`src/rtl/gpio_input_port_if.sv`:
```
// Read bus between the core and the GPIO input port: address/strobe from the core,
// registered result and valid pulse back from the peripheral.
interface gpio_input_port_if #(
    parameter int BIT_WIDTH = 32
);
    logic [BIT_WIDTH-1:0] Address;
    logic                 Read_en;
    logic [BIT_WIDTH-1:0] Read_data;
    logic                 Read_valid;

    modport master (output Address, output Read_en, input Read_data, input Read_valid);
    modport slave  (input Address, input Read_en, output Read_data, output Read_valid);
endinterface

```
`src/rtl/gpio_input_port.sv`:
```
// GPIO input peripheral: per-pin sync + debounce lanes, sticky change status with
// interrupt, and a registered address-decoded read port.
module gpio_debounce_bit #(
    parameter int DEBOUNCE_CYCLES = 16
) (
    input  logic clk,
    input  logic rst,
    input  logic pin,
    output logic stable,
    output logic toggle
);
    localparam int CW = $clog2(DEBOUNCE_CYCLES + 1);
    localparam logic [CW-1:0] CNT_MAX = CW'(DEBOUNCE_CYCLES);

    typedef enum logic {IDLE, COUNT} state_t;

    state_t        state, state_n;
    logic [CW-1:0] cnt, cnt_n;
    logic          meta, sync_q, stable_n;

    always_ff @(posedge clk or negedge rst) begin
        if (!rst) begin
            meta   <= 1'b0;
            sync_q <= 1'b0;
            state  <= IDLE;
            cnt    <= '0;
            stable <= 1'b0;
        end else begin
            meta   <= pin;
            sync_q <= meta;
            state  <= state_n;
            cnt    <= cnt_n;
            stable <= stable_n;
        end
    end

    // A change is accepted only after sync_q has differed from stable for
    // DEBOUNCE_CYCLES+1 consecutive samples; any agreement restarts the count.
    always_comb begin
        state_n  = state;
        cnt_n    = cnt;
        stable_n = stable;
        toggle   = 1'b0;
        case (state)
            IDLE: begin
                if (sync_q != stable) begin
                    state_n = COUNT;
                    cnt_n   = CW'(1);
                end else begin
                    cnt_n = '0;
                end
            end
            COUNT: begin
                if (sync_q == stable) begin
                    state_n = IDLE;
                    cnt_n   = '0;
                end else if (cnt == CNT_MAX) begin
                    stable_n = sync_q;
                    toggle   = 1'b1;
                    state_n  = IDLE;
                    cnt_n    = '0;
                end else begin
                    cnt_n = cnt + CW'(1);
                end
            end
            default: begin
                state_n = IDLE;
                cnt_n   = '0;
            end
        endcase
    end
endmodule

module gpio_input_port #(
    parameter int                   BIT_WIDTH       = 32,
    parameter int                   PORT_WIDTH      = 8,
    parameter logic [BIT_WIDTH-1:0] DATA_ADDR       = 32'h1001_0030,
    parameter logic [BIT_WIDTH-1:0] STAT_ADDR       = 32'h1001_0034,
    parameter int                   DEBOUNCE_CYCLES = 16
) (
    input  logic                  clk,
    input  logic                  rst,
    input  logic [PORT_WIDTH-1:0] GPIO_PORT_IN,
    gpio_input_port_if.slave      bus,
    output logic                  Irq
);
    logic [PORT_WIDTH-1:0] stable, toggle, stat, stat_n;
    logic [BIT_WIDTH-1:0]  rd_data;
    logic                  rd_valid, hit_data, hit_stat;

    gpio_debounce_bit #(.DEBOUNCE_CYCLES(DEBOUNCE_CYCLES)) u_lane [PORT_WIDTH-1:0] (
        .clk    (clk),
        .rst    (rst),
        .pin    (GPIO_PORT_IN),
        .stable (stable),
        .toggle (toggle)
    );

    // A toggle landing on the same edge as a status read survives the clear.
    always_comb begin
        hit_data = bus.Read_en && (bus.Address == DATA_ADDR);
        hit_stat = bus.Read_en && (bus.Address == STAT_ADDR);
        stat_n   = (stat & ~{PORT_WIDTH{hit_stat}}) | toggle;
    end

    always_ff @(posedge clk or negedge rst) begin
        if (!rst) begin
            stat     <= '0;
            Irq      <= 1'b0;
            rd_data  <= '0;
            rd_valid <= 1'b0;
        end else begin
            stat <= stat_n;
            Irq  <= |stat;
            if (bus.Read_en) begin
                if (hit_data) begin
                    rd_data  <= BIT_WIDTH'(stable);
                    rd_valid <= 1'b1;
                end else if (hit_stat) begin
                    rd_data  <= BIT_WIDTH'(stat);
                    rd_valid <= 1'b1;
                end else begin
                    rd_data  <= '0;
                    rd_valid <= 1'b0;
                end
            end else begin
                rd_valid <= 1'b0;
            end
        end
    end

    assign bus.Read_data  = rd_data;
    assign bus.Read_valid = rd_valid;
endmodule

```
`src/flat_wrapper.sv`:
```
// flat-port wrapper written by rule: the top's interface ports become plain ports
module gpio_input_port_flat 
#(
    parameter int                   BIT_WIDTH       = 32,
    parameter int                   PORT_WIDTH      = 8,
    parameter logic [BIT_WIDTH-1:0] DATA_ADDR       = 32'h1001_0030,
    parameter logic [BIT_WIDTH-1:0] STAT_ADDR       = 32'h1001_0034,
    parameter int                   DEBOUNCE_CYCLES = 16
)
  (clk, rst, GPIO_PORT_IN, Irq, bus_Address, bus_Read_en, bus_Read_data, bus_Read_valid);
  gpio_input_port_if #(.BIT_WIDTH(BIT_WIDTH)) bus_i ();
  input  logic clk;
  input  logic rst;
  input  logic [PORT_WIDTH-1:0] GPIO_PORT_IN;
  output logic Irq;
  input wire logic [$bits(bus_i.Address)-1:0] bus_Address;
  input wire logic [$bits(bus_i.Read_en)-1:0] bus_Read_en;
  output wire logic [$bits(bus_i.Read_data)-1:0] bus_Read_data;
  output wire logic [$bits(bus_i.Read_valid)-1:0] bus_Read_valid;
  assign bus_i.Address = bus_Address;
  assign bus_i.Read_en = bus_Read_en;
  assign bus_Read_data = bus_i.Read_data;
  assign bus_Read_valid = bus_i.Read_valid;
  gpio_input_port #(.BIT_WIDTH(BIT_WIDTH), .PORT_WIDTH(PORT_WIDTH), .DATA_ADDR(DATA_ADDR), .STAT_ADDR(STAT_ADDR), .DEBOUNCE_CYCLES(DEBOUNCE_CYCLES)) u_core (.clk(clk), .rst(rst), .GPIO_PORT_IN(GPIO_PORT_IN), .bus(bus_i), .Irq(Irq));
endmodule
```
`config.mk`:
```
export PLATFORM = sky130hd
export DESIGN_NAME = gpio_input_port_flat
export DESIGN_NICKNAME = d
export VERILOG_FILES = /design/src/rtl/gpio_input_port_if.sv /design/src/rtl/gpio_input_port.sv /design/src/flat_wrapper.sv
export SDC_FILE = /design/constraint.sdc
export NUM_CORES = 1
export LEC_CHECK = 0
export BUFFER_PORTS_ARGS = -buffer_cell sky130_fd_sc_hd__buf_2
export CAP_MARGIN = 10
export CORE_ASPECT_RATIO = 1.1
export CORE_MARGIN = 2
export CORE_UTILIZATION = 50
export CTS_BUF_LIST = sky130_fd_sc_hd__clkbuf_8
export DETAILED_ROUTE_END_ITERATION = 16
export PLACE_DENSITY = 0.7
export SYNTH_ARGS = -nofsm -noshare
export SYNTH_HDL_FRONTEND = slang
export SYNTH_SLANG_ARGS = --single-unit
```
`constraint.sdc`:
```
create_clock -name clk -period 2.7 [get_ports clk]
set_input_delay 0.405 -clock clk [delete_from_list [all_inputs] [get_ports clk]]
set_output_delay 0.405 -clock clk [all_outputs]
set_load 0.02 [all_outputs]
```
==> metrics.yaml <==
outcome: "completed"
grt.met3_usage_pct: 4.06
vdd_ir_drop_max_uv: 442
timing.fmax_ghz: 0.606
cp_max_fo: 4
r2r_cells: 5
num_rows: 34
hold_viol: 0
top_usage_layer: "met2"
setup_viol: 0
layout_common_cells: "90 x dfrtp_1, 51 x buf_2, 26 x inv_1"
p_leak_nw: 2.21
fin_nets: 462
fin_crit_sh_pct: 61.2
post_cts_buffers: 0
grt_max_degree: 45
syn_inst: 340
dieWidth_um: 89.4
ioPinCount: 77
grt_pass1_wl_um: 11800
rsz0062_at_grt: "false"
grt_pass1_vias: 2557
mostFrequentLayoutCell: "dfrtp_1"
p_per_area_mw_per_mm2: 565
cts.clk_slew.worst_paths_ps: 80
drive_gt1_share_pct: 20.3
first_pass_iters: 4
wl_per_cell_um: 13.2
ys_ff_latch: 90
rr_startpoint: "u_core.u_lane[2].cnt[0]$_DFF_PN0_"
max-cap-violations: 0
critical_path_required_ps: 2950
route.detailed.drc: 0
synthDistinctLibCells: 33
n_antenna_cell: 0
crit_path_start_kind: "flop"
vias: 2567
gr-total-overflow: 0
relSlewSlack_pct: 59.9
dp_hpwl_um: 5070
critical_path_class: "reg -> reg"
dieArea_mm2: 0.00875
portBuffers: 52
numCtsBuffers: 9
cts_tree: "yes"
skew_ps: 4.50
grtUsageMet1_pct: 24.0
end_kind: "flop"
cts_sinks: 90
grt.total_usage_pct: 17.7
hold_class: "in -> async"
post-route-util_pct: 58.0
synth_seq_area_share_pct: 56.2
area.growth.synth_to_final_pct: 13.3
synth_area_mm2: 0.00401
tightest_slew_ps: 594
core-area_mm2: 0.00783
cts.path.max_buffers: 2
place_congestion: 0.751
critical_path_arrival_ps: 1900
avgSynthCellArea_um2: 11.8
antenna_found_initial: 0
drtIter0Drc: 124
yosysWarningCount: 0
tns_ps: 0
cts_max_level: 3
cts-root-buf: "clkbuf_8"
cts.repair.resized: 0
wl_um: 6820
hold_buffers: 0
start_util_pct: 51.2
insertion_delay_ps: 360
ant_nets: 0
fin_crit_ps: 1650
vias_per_cell: 4.97
use_met2_pct: 27.4
regToRegSetupSlack_ps: 1050
final-max-slew-violation-count: 0
r2r_end: "u_core.u_lane[2].stable$_DFFE_PN0P_"
fp.dieH_um: 97.9
## synthesized netlist by cell type
cell / count / area, um2
xnor2_1: 13 / 114
xor2_1: 19 / 166
nand2_1: 14 / 52.6
a32o_1: 7 / 70.1
conb_1: 1 / 3.75
buf_2: 1 / 5.00
nor4bb_1: 4 / 40.0
and2_1: 14 / 87.6
o21ai_0: 7 / 35.0
and3_1: 12 / 75.1
mux2_2: 8 / 90.1
or4b_1: 1 / 10.0
o22ai_1: 8 / 50.1
o2bb2ai_1: 1 / 8.76
nand4_2: 1 / 12.5
and4_1: 2 / 17.5
ha_1: 16 / 200
nor2_1: 24 / 90.1
nand3_1: 17 / 85.1
nor3_4: 1 / 16.3
nor3_1: 4 / 20.0
nor4b_1: 2 / 17.5
nand3b_1: 7 / 52.6
mux2i_1: 8 / 80.1
nor4_1: 3 / 18.8
and4bb_2: 1 / 12.5
dfrtp_1: 90 / 2250
inv_1: 24 / 90.1
nor3b_2: 1 / 12.5
buf_4: 25 / 188
o21a_1: 1 / 7.51
or4_4: 2 / 22.5
a21oi_1: 1 / 5.00
## registers in the layout, summed over array words and instances, names as in the netlist
register / cells
u_core.Irq: 1
u_core.bus.Read_data: 8
u_core.bus.Read_valid: 1
u_core.stat: 8
u_core.u_lane.cnt: 40
u_core.u_lane.meta: 8
u_core.u_lane.stable: 8
u_core.u_lane.state: 8
u_core.u_lane.sync_q: 8
## stage by stage
| stage | cells | power [W] | hold WS, ps | setup slack, ps | instance area, um2 |
|---|---|---|---|---|---|
| final | 516 | 0.00257 | 23.1 | 1050 | 4540 |
| after global routing | 516 | 0.00268 | 54.6 | 789 | 4540 |
| after floorplan | 363 | 0.00155 | 109 | 991 | 4100 |
| after global placement | 500 | 0.00160 | 335 | 724 | 4320 |
| after CTS | 516 | 0.00260 | 30.4 | 1000 | 4540 |
| after detailed placement | 500 | 0.00161 | 336 | 693 | 4320 |
## kinds of logic after synthesis
group,after synthesis,share of synthesized area [%]
buffers and inverters,50,7.05
XOR/XNOR,32,6.99
other,1,0.0935
flip-flops,90,56.2
AND/OR/NAND/NOR,110,16.0
AO/OA/AOI/OAI,25,4.40
multiplexers,16,4.24
adder cells (fa/ha/maj),16,4.99
## layer usage
| metal | vias up | share of wire, % |
|---|---|---|
| li1 | 1237 | - |
| met1 | 1260 | 46 |
| met2 | 58 | 49 |
| met3 | 12 | 3.7 |
| met4 | 0 | 2.1 |
| met5 | - | 0 |
## cell type report
cell class	count	area, um2
clock inverter	6	82.6
inverter	24	90.1
multi-input combinational	223	1560
tap	108	135
clock buffer	10	138
timing repair buffer	55	285
sequential	90	2250
fill	687	3280
## worst max path at each step
| stage | endpoint | cells past startpoint | start |
|---|---|---|---|
| 5_1_grt | u_core.u_lane[2].stable$_DFFE_PN0P_ | 5 | u_core.u_lane[2].cnt[0]$_DFF_PN0_ |
| 3_3_place_gp | u_core.stat[3]$_DFF_PN0_ | 5 | bus_Address[20] |
| 6_report | u_core.u_lane[2].stable$_DFFE_PN0P_ | 5 | u_core.u_lane[2].cnt[0]$_DFF_PN0_ |
| 2_1_floorplan | u_core.stat[0]$_DFF_PN0_ | 4 | bus_Address[20] |
| 4_1_cts | u_core.u_lane[1].stable$_DFFE_PN0P_ | 5 | u_core.u_lane[1].cnt[0]$_DFF_PN0_ |
| 3_5_place_dp | u_core.stat[3]$_DFF_PN0_ | 5 | bus_Address[20] |
## where the power goes
part / internal (W) / switching (W)
clock network: 0.000540 / 0.000454
registers: 0.00138 / 0.0000293
logic: 0.0000608 / 0.000105
## critical path, stage by stage, from the launching register on
cell,delay [ps]
dfrtp_1,410
inv_1,70
ha_1,130
nor4bb_1,490
nand2_1,140
mux2_2,290
Power figures use the tool's default switching activity.
